==> config.mk <==
export PLATFORM = sky130hd
export DESIGN_NAME = llr_in_buffer
export DESIGN_NICKNAME = d
export VERILOG_FILES = /design/src/rtl/llr_in_buffer.sv
export SDC_FILE = /design/constraint.sdc
export NUM_CORES = 1
export LEC_CHECK = 0
export ABC_AREA = 1
export BUFFER_PORTS_ARGS = -buffer_cell sky130_fd_sc_hd__buf_2
export CAP_MARGIN = 20
export CORE_ASPECT_RATIO = 1.1
export CORE_MARGIN = 3
export CORE_UTILIZATION = 30
export CTS_BUF_LIST = sky130_fd_sc_hd__clkbuf_4
export CTS_CLUSTER_DIAMETER = 80
export DETAILED_ROUTE_END_ITERATION = 8
export HOLD_SLACK_MARGIN = 0.1
export PLACE_DENSITY = 0.48
export RECOVER_POWER = 25
export SLEW_MARGIN = 20
export SYNTH_ARGS = -nofsm -noshare
export SYNTH_HDL_FRONTEND = slang
export SYNTH_SLANG_ARGS = --single-unit
==> constraint.sdc <==
create_clock -name clk -period 1.7 [get_ports clk]
set_clock_uncertainty 0.05 [all_clocks]
set_input_delay 0.085 -clock clk [delete_from_list [all_inputs] [get_ports clk]]
set_output_delay 0.085 -clock clk [all_outputs]
set_load 0.005 [all_outputs]
==> src/rtl/llr_in_buffer.sv <==
// Channel-LLR input stage: saturates wide channel LLRs and collects frames in a ping-pong
// register buffer, then presents first-stage operand pairs (llr[i], llr[i+N/2]) downstream.
module llr_in_buffer #(
   parameter int unsigned DATA_WIDTH = 8,
   parameter int unsigned IN_WIDTH   = 12,
   parameter int unsigned N          = 8,
   localparam int unsigned IDX_W     = (N > 2) ? $clog2(N / 2) : 1,
   localparam int unsigned CNT_W     = $clog2(N)
) (
   input  logic                  clk,
   input  logic                  rst_n,
   input  logic                  in_valid,
   output logic                  in_ready,
   input  logic [IN_WIDTH-1:0]   in_data,
   output logic                  out_valid,
   input  logic                  out_ready,
   output logic [DATA_WIDTH-1:0] out_a,
   output logic [DATA_WIDTH-1:0] out_b,
   output logic [IDX_W-1:0]      out_idx,
   output logic                  out_last
);

   // Symmetric clamp range so the most-negative code never reaches the PE.
   localparam logic signed [IN_WIDTH-1:0] SAT_HI = IN_WIDTH'((2 ** (DATA_WIDTH - 1)) - 1);
   localparam logic signed [IN_WIDTH-1:0] SAT_LO = -SAT_HI;

   logic [DATA_WIDTH-1:0] bank_q [2][N];
   logic [DATA_WIDTH-1:0] bank_d [2][N];
   logic [1:0]            full_q, full_d;
   logic                  wsel_q, wsel_d;
   logic                  rsel_q, rsel_d;
   logic [CNT_W-1:0]      wcnt_q, wcnt_d;
   logic [IDX_W-1:0]      rcnt_q, rcnt_d;

   logic signed [IN_WIDTH-1:0] in_s;
   logic [DATA_WIDTH-1:0]      sat_val;
   logic [CNT_W-1:0]           rd_a_idx, rd_b_idx;
   logic                       wr_fire, rd_fire, wr_last, rd_last;

   assign in_s = $signed(in_data);

   always_comb begin
      if (in_s > SAT_HI) begin
         sat_val = SAT_HI[DATA_WIDTH-1:0];
      end else if (in_s < SAT_LO) begin
         sat_val = SAT_LO[DATA_WIDTH-1:0];
      end else begin
         sat_val = in_s[DATA_WIDTH-1:0];
      end
   end

   assign rd_a_idx = CNT_W'(rcnt_q);
   assign rd_b_idx = CNT_W'(rcnt_q) + CNT_W'(N / 2);

   assign in_ready  = ~full_q[wsel_q];
   assign out_valid = full_q[rsel_q];
   assign out_a     = bank_q[rsel_q][rd_a_idx];
   assign out_b     = bank_q[rsel_q][rd_b_idx];
   assign out_idx   = rcnt_q;
   assign rd_last   = (rcnt_q == IDX_W'(N / 2 - 1));
   assign out_last  = out_valid & rd_last;

   assign wr_fire = in_valid & in_ready;
   assign rd_fire = out_valid & out_ready;
   assign wr_last = (wcnt_q == CNT_W'(N - 1));

   // Writer and reader always address different banks when both fire, so their updates to
   // full_d never collide.
   always_comb begin
      bank_d = bank_q;
      full_d = full_q;
      wsel_d = wsel_q;
      rsel_d = rsel_q;
      wcnt_d = wcnt_q;
      rcnt_d = rcnt_q;

      if (wr_fire) begin
         bank_d[wsel_q][wcnt_q] = sat_val;
         if (wr_last) begin
            full_d[wsel_q] = 1'b1;
            wcnt_d         = '0;
            wsel_d         = ~wsel_q;
         end else begin
            wcnt_d = wcnt_q + 1'b1;
         end
      end

      if (rd_fire) begin
         if (rd_last) begin
            full_d[rsel_q] = 1'b0;
            rcnt_d         = '0;
            rsel_d         = ~rsel_q;
         end else begin
            rcnt_d = rcnt_q + 1'b1;
         end
      end
   end

   always_ff @(posedge clk or negedge rst_n) begin
      if (!rst_n) begin
         for (int b = 0; b < 2; b++) begin
            for (int i = 0; i < int'(N); i++) begin
               bank_q[b][i] <= '0;
            end
         end
         full_q <= '0;
         wsel_q <= 1'b0;
         rsel_q <= 1'b0;
         wcnt_q <= '0;
         rcnt_q <= '0;
      end else begin
         bank_q <= bank_d;
         full_q <= full_d;
         wsel_q <= wsel_d;
         rsel_q <= rsel_d;
         wcnt_q <= wcnt_d;
         rcnt_q <= rcnt_d;
      end
   end

endmodule

## Yosys cells after proc, flatten, opt, wreduce, memory -nomap -nowiden

Cells that the tools add are included.

| word-level totals | value |
|---|---|
| register bits | 137 |
| bits of input ports | 16 |
| output and inout bits | 21 |
| word-level logic and storage cells | 89 |

| operators by class | value |
|---|---|
| add/sub/neg operators | 3 |
| $lt $le $gt $ge | 13 |
| equality and inequality tests | 2 |
| muxes and demuxes | 30 |
| bitwise operators | 14 |
| reductions and logical operators | 6 |

Operator list:

| kind | count |
|---|---|
| 2-to-1 mux 64 bit | 4 |
| bitwise mux 128 bit | 1 |
| demux 64 bit (select 1 bit) | 1 |
| 2-to-1 mux 8 bit | 7 |
| binary-select mux 8 bit (select 3 bit) | 2 |
| demux 8 bit (select 3 bit) | 1 |
| greater-or-equal comparator 4 bit (second input constant) | 3 |
| greater-than comparator 12 x 8 -> 1 bit (second input constant) | 1 |
| < comparator 12 x 8 -> 1 bit (second input constant) | 1 |
| 2-to-1 mux 2 bit | 5 |
| inverter 3 -> 4 bit | 2 |
| 2-to-1 mux 1 bit | 6 |
| greater-or-equal comparator 2 bit (second input constant) | 2 |
| logical AND 1 bit | 4 |
| < comparator 1 x 2 -> 1 bit (second input constant) | 2 |
| < comparator 4 x 1 -> 1 bit (second input constant) | 1 |
| inverter 1 -> 2 bit | 2 |
| inverter 2 -> 4 bit | 1 |
| AND reduction 2 bit | 2 |
| adder 2 x 3 -> 3 bit (second input constant) | 1 |
| adder 3 x 1 -> 3 bit (second input constant) | 1 |
| AND 1 bit | 3 |
| equality test 3 bit (second input constant) | 1 |
| 2-to-1 mux 3 bit | 1 |
| other kinds (9) | 13 |

## Longest topological paths before layout

Gate-level depths: netlist of the first run.

| depth | value |
|---|---|
| word-level depth | 10 |
| gate-level depth with buffers | 8 |
| gate-level depth less buffers | 8 |

## Worst setup path after synthesis of the first run

Ideal clock, no wire load.

| timing | value |
|---|---|
| kind | flip-flop to flip-flop |
| from | register wsel_q |
| to | register bank_q[55] (netlist bit) |
| setup time | 0.128 ns |
| arrival | 1.320 ns |
| data required time | 1.522 ns |
| slack | 0.202 ns |
| cell stages (with the launch flop) | 9 |
| path buffers | 1 |
| period minus slack after synthesis | 1.498 ns |
| cell sequence | dfrtp_1 > inv_2 > nand2_4 > nand3_4 > buf_6 > nor2_8 > inv_2 > nand2_1 > o21ai_2 |

| on the way | value |
|---|---|
| longest elaborated chain between the ends | 6 |
| elaborated cells on any way between the ends | 11 |
| classes of those cells | 2 x order compare; 5 x mux; 3 x bitwise; 1 x reduce/logical |

Ends and longest elaborated chain:

| element | line | text |
|---|---|---|
| start: declaration | 30 | `logic wsel_q, wsel_d;` |
| start signal: assignment | 114 | `wsel_q <= wsel_d;` |
| inverter 1 -> 2 bit (not written as such) | 78 | `bank_d[wsel_q][wcnt_q] = sat_val;` |
| greater-or-equal comparator 2 bit (not written as such) / < comparator 2 x 1 -> 1 bit (equally long branches) | 78 |  |
| logical AND 1 bit (not written as such) | 78 |  |
| 2-to-1 mux 64 bit (not written as such) | 78 |  |
| demux 64 bit (select 1 bit) | 78 |  |
| bitwise mux 128 bit | 78 |  |
| end signal: assignment | 112 | `bank_q <= bank_d;` |
| end: declaration | 27 | `logic [DATA_WIDTH-1:0] bank_q [2][N];` |

Several ways; a longest one is shown, not always the timed one. The select of a mux whose other input is x is not followed.
A chain may end at the register's enable or synchronous reset.

## Final worst setup path of the first run

| timing | value |
|---|---|
| from | register rsel_q |
| to | output out_a[0] |

| on the way | value |
|---|---|
| longest elaborated chain between the ends | 7 |

Ends and longest elaborated chain:

| element | line | text |
|---|---|---|
| start: declaration | 31 | `logic rsel_q, rsel_d;` |
| start signal: assignment | 115 | `rsel_q <= rsel_d;` |
| inverter 1 -> 2 bit (not written as such) | 57 | `assign out_a = bank_q[rsel_q][rd_a_idx];` |
| 2-to-1 mux 64 bit (not written as such) (3 in series) | 57 |  |
| binary-select mux 8 bit (select 3 bit) | 57 |  |
| 2-to-1 mux 8 bit (not written as such) (2 in series) | 57 |  |
| end: declaration | 17 | `output logic [DATA_WIDTH-1:0] out_a,` |

No other way between the ends. The select of a mux whose other input is x is not followed.

==> flow_summary.ini, run 1 <==
[grt]
grt_remaining_overflow = 0
total_global_route_track_usage_pct = 18.7
first_pass_grt_wire_length_mm = 35.6
maximum_number_of_pins_on_one_net_before_global_route_repair = 97
grt_antenna_before_repair = 1
vias_in_the_first_global_route = 6130

[timing]
number_of_endpoints_failing_setup_at_the_final_stage = 18
worst_margin_pin_slew_ns = 0.760
worst_slew_margin_rel_pct = 49.3
final_hold_viol_count = 0
final.period_utilization_pct = 124
report.final.slew_viol_count = 0
max_clock_freq_mhz = 475
setup_ws_ns = -0.403
grt_setup_unrepaired = true
fin_crit_ns = 2.10

[synth]
avgSynthCellArea_um2 = 7.80
sequential_element_share_of_the_synthesized_area_pct = 49.9
mappedNetlistNets = 900
postSynthRegisterBits = 137
synth.cell_area_um2 = 6870
synth_top_cell_by_area = sky130_fd_sc_hd__dfrtp_1
post_synth_main_area_contributors = sky130_fd_sc_hd__dfrtp_1 (50%), sky130_fd_sc_hd__nand2_1 (17%), sky130_fd_sc_hd__nand3_1 (7.6%)
count_of_yosys_warnings_during_synthesis = 0
syn-instance-count = 881
synthDistinctLibCells = 30
synth_top_area_share_pct = 49.9

[hold_path]
hold_path_startpoint = in_data[8]
hold_class = in2reg
timing.hold.worst_path_depth = 8

[clocking]
clockRootBuffer = sky130_fd_sc_hd__clkbuf_4
cts.htree.levels = 4
clkSinkCount = 137
maximum_count_of_clock_buffers_along_a_single_path = 2
cts.reportedPaths.clkPinSlew_ns = 0.13
later_pin_clock_latency_in_the_skew_report_ns = 0.56
cts_tree = yes
cts_inserted_buffers = 17

[layout]
layout-drive-gt1-share_pct = 20.7
num-fill-cells = 2285
final_standard_cell_utilization_of_the_core_pct = 38.8
final_net_count = 984
syn_to_final_growth_pct = 26.0

[setup_path]
worstPathMaxFanout = 10
r2r.worst_path.cells = 6
crit_required_ns = 1.56
timing.critical_path.arrival_ns = 1.97
worstSetupStartpointType = flop
critical_r2r_launch = wcnt_q[1]
critPathLaunch = rsel_q
critical-path-slowest-cell = sky130_fd_sc_hd__dfrtp_2
critical_path_cell_by_cell = clkinv_4 > buf_12 > buf_8 > nor2_1 > o22ai_1 > nand2_1 > nand2_1 > buf_2
end_kind = output port
delay_of_the_slowest_critical_path_stage_ns = 0.47
cpMostUsedCell = sky130_fd_sc_hd__nand2_1
worst_setup_path_class = reg2out
worst-r2r-setup-slack_ns = 0.11

[drt]
drt_pass1_iterations = 5
drtIter0Drc = 535
ant_nets = 0
routed_wl_mm = 23.1
route.vias.total = 6337
vias_per_cell = 4.97
drcViolationCount = 0
wire_per_inst_um = 18.2

[power_and_ir_drop]
p_leak_nw = 4.38
irDropWorstVdd_mv = 0.589
power_per_cell_area_nw_per_um2 = 1830

[outcome]
failed_checks = setup timing
status = complete, but fails checks

[place]
port_buffers = 36
dpl_wire_length_mm = 13.9
place_worst_setup_slack_ns = 0.109
gp_routability_congestion = 0.751

[run]
drv.max_cap_violation_count = 0

[die]
die_h_um = 165
std_cell_rows = 57
design.portCount = 37
initial_utilization_pct = 30.8
coreArea_um2 = 22300
die_area_um2 = 24800
die_x_um = 150
[cell type report]
cell class | instances | area, µm² | area share, %
Multi-Input combinational cell | 659 | 3240 | 37.4
Inverter | 39 | 154 | 1.78
Timing Repair Buffer | 111 | 1090 | 12.6
Antenna cell | 1 | 2.50 | 0.0289
Clock inverter | 13 | 225 | 2.60
Sequential cell | 137 | 3430 | 39.7
Clock buffer | 19 | 143 | 1.65
Tap cell | 295 | 369 | 4.26
[placed cells by master, fill, tap and decap left out, types with 5 or more instances in the layout]
cell / Yosys / final
sky130_fd_sc_hd__o21ai_2: 1 / 7
sky130_fd_sc_hd__buf_6: 2 / 7
sky130_fd_sc_hd__clkbuf_16: 0 / 5
sky130_fd_sc_hd__o22ai_2: 0 / 7
sky130_fd_sc_hd__nor3_4: 4 / 5
sky130_fd_sc_hd__dfrtp_1: 137 / 133
sky130_fd_sc_hd__o22ai_1: 30 / 23
sky130_fd_sc_hd__inv_2: 14 / 16
sky130_fd_sc_hd__buf_2: 7 / 35
sky130_fd_sc_hd__o21ai_0: 100 / 63
sky130_fd_sc_hd__dlygate4sd3_1: 0 / 12
sky130_fd_sc_hd__nand3_1: 104 / 102
sky130_fd_sc_hd__clkbuf_4: 1 / 20
sky130_fd_sc_hd__nand2_1: 309 / 301
sky130_fd_sc_hd__buf_4: 0 / 35
sky130_fd_sc_hd__inv_1: 24 / 20
sky130_fd_sc_hd__o21ai_1: 9 / 39
sky130_fd_sc_hd__nand2_2: 0 / 8
sky130_fd_sc_hd__nor2_1: 70 / 68
sky130_fd_sc_hd__buf_12: 0 / 14
sky130_fd_sc_hd__bufinv_16: 0 / 6
[sequential cells by signal, indices dropped and copies added (netlist names)]
signal,cells
bank_q,128
full_q,2
out_idx,2
rsel_q,1
wcnt_q,3
wsel_q,1
[critical path: cells and delay by family (launching register included)]
family / cells / cell delay (ns)
AOI/OAI and AO/OA: 1 / 0.19
buffers and inverters: 4 / 0.53
DFF: 1 / 0.47
and+or+nand+nor: 3 / 0.21
[metrics by stage]
step / power (mW) / hold WS, ns / cell area [µm²] / TNS (ns) / std cells
finish: 15.9 / 0.159 / 8660 / -5.75 / 1274
global placement: 11.7 / 0.0269 / 7670 / 0 / 1207
detailed placement: 11.7 / 0.0283 / 7670 / 0 / 1207
floorplan: 9.15 / -0.261 / 6870 / 0 / 881
global route: 17.0 / 0.154 / 8660 / -7.82 / 1274
CTS: 15.0 / 0.128 / 8330 / -6.35 / 1257
[final timing paths]
kind | end
min in group asynchronous | bank_q[17]
max in group asynchronous | bank_q[76]
worst min register to register | bank_q[83]
worst max register to register | bank_q[31]
worst min-delay path | bank_q[8]
worst max-delay path | out_a[0]
[report_power, final]
part | switching (mW) | internal (mW) | total, mW | leakage, nW
sequential | 0.880 | 4.54 | 5.42 | 1.79
clock | 1.28 | 1.49 | 2.77 | 0.188
combinational | 4.44 | 3.22 | 7.66 | 2.40
total | 6.60 | 9.25 | 15.9 | 4.38
[repair_timing]
action / 4_1_cts / 5_1_grt
setup buffers: 4 / 12
resized for setup: 34 / 58
cloned: 2 / 6
setup endpoints to repair: 19 / 73
pin swaps: 6 / 14
hold buffers: 12 / 0
endpoints found under the hold margin: 257 / 0
[cell families after synthesis]
| logic type | synth area share (%) |
|---|---|
| flops | 49.9 |
| compound gates | 11.3 |
| buf+inv | 5.05 |
| simple gates | 33.0 |
| xor+xnor | 0.128 |
| fa+ha+maj | 0.547 |
[synthesized netlist by cell type]
master / instances
sky130_fd_sc_hd__nand3_1: 104
sky130_fd_sc_hd__inv_2: 14
sky130_fd_sc_hd__buf_2: 7
sky130_fd_sc_hd__inv_1: 24
sky130_fd_sc_hd__nand4_1: 2
sky130_fd_sc_hd__nor2_2: 2
sky130_fd_sc_hd__o21ai_0: 100
sky130_fd_sc_hd__buf_6: 2
sky130_fd_sc_hd__dfrtp_1: 137
sky130_fd_sc_hd__o21ai_2: 1
sky130_fd_sc_hd__o22ai_1: 30
sky130_fd_sc_hd__nand2_1: 309
sky130_fd_sc_hd__nand4_4: 1
sky130_fd_sc_hd__nand2_4: 1
sky130_fd_sc_hd__clkbuf_4: 1
sky130_fd_sc_hd__nor2_8: 4
sky130_fd_sc_hd__nor2_4: 4
sky130_fd_sc_hd__clkbuf_1: 34
sky130_fd_sc_hd__a21oi_1: 6
sky130_fd_sc_hd__nand3_4: 3
sky130_fd_sc_hd__o21a_1: 1
sky130_fd_sc_hd__nor3_1: 3
sky130_fd_sc_hd__clkinv_1: 1
sky130_fd_sc_hd__xor2_1: 1
sky130_fd_sc_hd__nor3_2: 1
sky130_fd_sc_hd__ha_1: 3
sky130_fd_sc_hd__o21ai_1: 9
sky130_fd_sc_hd__nor2_1: 70
sky130_fd_sc_hd__buf_1: 2
sky130_fd_sc_hd__nor3_4: 4
[layer usage]
| layer | track usage [%] | vias to the layer above | part of all wire (%) |
|---|---|---|---|
| met5 | 0 | - | 0 |
| met3 | 2.94 | 22 | 3.1 |
| met4 | 5.03 | 0 | 1.5 |
| li1 | - | 3076 | - |
| met1 | 26.5 | 3087 | 48 |
| met2 | 29.9 | 152 | 47 |
Note: power is estimated with default switching activity, not from simulation.
==> run 2, diff against run 1 <==
--- a/config.mk
+++ b/config.mk
@@ -10,12 +10,11 @@
 export CAP_MARGIN = 20
 export CORE_ASPECT_RATIO = 1.1
 export CORE_MARGIN = 3
-export CORE_UTILIZATION = 30
-export CTS_BUF_LIST = sky130_fd_sc_hd__clkbuf_4
+export CORE_UTILIZATION = 55
 export CTS_CLUSTER_DIAMETER = 80
 export DETAILED_ROUTE_END_ITERATION = 8
 export HOLD_SLACK_MARGIN = 0.1
-export PLACE_DENSITY = 0.48
+export PLACE_DENSITY = 0.76
 export RECOVER_POWER = 25
 export SLEW_MARGIN = 20
 export SYNTH_ARGS = -nofsm -noshare
==> flow_summary.ini, run 2 (same netlist as run 1, synthesis figures left out) <==
[hold_path]
hold_path_startpoint = in_valid
min_delay_worst_endpoint = bank_q[110]
hold_class = in2reg
timing.hold.worst_path_depth = 5

[timing]
max_clock_freq_mhz = 522
worst_margin_pin_slew_ns = 0.486
number_of_endpoints_failing_setup_at_the_final_stage = 16
report.final.slew_viol_count = 0
grt_setup_unrepaired = true
setup_ws_ns = -0.214
worst_slew_margin_rel_pct = 67.6
final.period_utilization_pct = 113
final_hold_viol_count = 0
fin_crit_ns = 1.91

[setup_path]
critPathTopFamily = flip-flops
critical_path_cell_by_cell = clkinv_4 > buf_12 > o21ai_1 > o22ai_1 > nand2_1 > nand2_1 > buf_2
crit_required_ns = 1.56
critPathLaunch = rsel_q
timing.critical_path.buf_inv = 3
crit-reg2reg-capture = bank_q[22]
critical_r2r_launch = wsel_q
worstSetupStartpointType = flop
end_kind = output port
critical-path-slowest-cell = sky130_fd_sc_hd__dfrtp_2
delay_of_the_slowest_critical_path_stage_ns = 0.46
worst-r2r-setup-slack_ns = 0.11
worstPathMaxFanout = 24
timing.critical_path.arrival_ns = 1.78
worst_setup_path_class = reg2out
r2r.worst_path.cells = 6
cpMostUsedCell = sky130_fd_sc_hd__nand2_1

[die]
die_h_um = 123
initial_utilization_pct = 56.6
design.portCount = 37
die_x_um = 113
std_cell_rows = 42
die_area_um2 = 13900
coreArea_um2 = 12100

[clocking]
clkSinkCount = 137
later_pin_clock_latency_in_the_skew_report_ns = 0.42
cts.htree.levels = 4
clockRootBuffer = sky130_fd_sc_hd__clkbuf_16
cts_inserted_buffers = 17
cts_tree = yes
maximum_count_of_clock_buffers_along_a_single_path = 2
cts.reportedPaths.clkPinSlew_ns = 0.06

[drt]
drtIter0Drc = 691
route.vias.total = 6360
drcViolationCount = 0
ant_nets = 0
routed_wl_mm = 19.6
wire_per_inst_um = 17.6
drt_pass1_iterations = 5
vias_per_cell = 5.72

[grt]
maximum_number_of_pins_on_one_net_before_global_route_repair = 97
grt_remaining_overflow = 0
total_global_route_track_usage_pct = 29.3
vias_in_the_first_global_route = 6008
first_pass_grt_wire_length_mm = 31.6
grt_antenna_before_repair = 0

[place]
gp_routability_congestion = 0.877
place_worst_setup_slack_ns = 0.110
dpl_wire_length_mm = 12.1
dpl_cell_area_um2 = 7450
port_buffers = 36
numPlacedInstances = 1071

[outcome]
failed_checks = setup timing
status = complete, but fails checks

[layout]
antenna-diode-count = 0
final_instance_area_um2 = 8270
layout-drive-gt1-share_pct = 18.3
largest_register_ff_count = 128
syn_to_final_growth_pct = 20.4
final_cells = 1111
most_frequent_standard_cell_in_the_layout_excluding_fill_and_tap_cells = sky130_fd_sc_hd__nand2_1
mostFrequentLayoutCells = sky130_fd_sc_hd__nand2_1 (305), sky130_fd_sc_hd__dfrtp_1 (135), sky130_fd_sc_hd__nand3_1 (104), sky130_fd_sc_hd__nor2_1 (67), sky130_fd_sc_hd__o21ai_0 (56)
final_net_count = 964
final_standard_cell_utilization_of_the_core_pct = 68.1
regMostFlops = bank_q
largest_registers = bank_q (128), wcnt_q (3)

[power_and_ir_drop]
irDropWorstVdd_mv = 0.902
p_leak_nw = 4.31
power_per_cell_area_nw_per_um2 = 1920
power_mw = 15.9

[run]
drv.max_cap_violation_count = 0
-- run 2: per-stage QoR --
stage / TNS, ns / hold slack, ns
floorplan: 0 / -0.261
global placement: 0 / -0.0451
detailed placement: 0 / -0.0489
CTS: -2.22 / 0.127
global route: -3.40 / 0.171
finish: -2.35 / 0.137
-- run 2: cell type report --
type	instances	area (µm²)
fillers	1000	3870
well taps	154	193
flip-flops and latches	137	3430
inverters	39	151
clock inverters	13	179
multi-input cells	660	3200
repair buffers	90	691
clock buffers	18	429
-- run 2: worst max-delay path by stage --
stage                 end  slack, ns  cells past startpoint
3_3_place_gp   bank_q[62]       0.14                      8
6_report         out_a[3]      -0.21                      7
2_1_floorplan  bank_q[55]       0.20                      8
5_1_grt          out_a[3]      -0.26                      7
3_5_place_dp   bank_q[62]       0.11                      8
4_1_cts          out_a[2]      -0.17                      7
-- run 2: power by group --
part / internal (mW) / leakage [nW] / switching [mW]
sequential: 4.56 / 1.80 / 0.857
clock: 2.43 / 0.288 / 1.42
combinational: 2.59 / 2.22 / 4.04
-- run 2: what timing repair did --
item,CTS,global route
hold buffers,4,0
setup buffers,1,2
endpoints found under the hold margin,143,0
endpoints found under the setup margin,18,43
pin swaps,2,4
gates cloned,1,1
resized for setup,40,36
-- run 2: tightest hold or removal path, cell delays in order --
cell                      delay [ns]
sky130_fd_sc_hd__buf_2          0.16
sky130_fd_sc_hd__nand3_4        0.15
sky130_fd_sc_hd__nor3_4         0.06
sky130_fd_sc_hd__nand3_1        0.07
sky130_fd_sc_hd__nand2_1        0.05
-- run 2: layer usage --
metal / global-route usage [%] / vias to the layer above / routed length (µm)
li1: - / 3022 / -
met1: 40.4 / 3008 / 8320
met2: 45.8 / 281 / 9290
met3: 5.82 / 49 / 1440
met4: 11.9 / 0 / 549
met5: 0 / - / 0
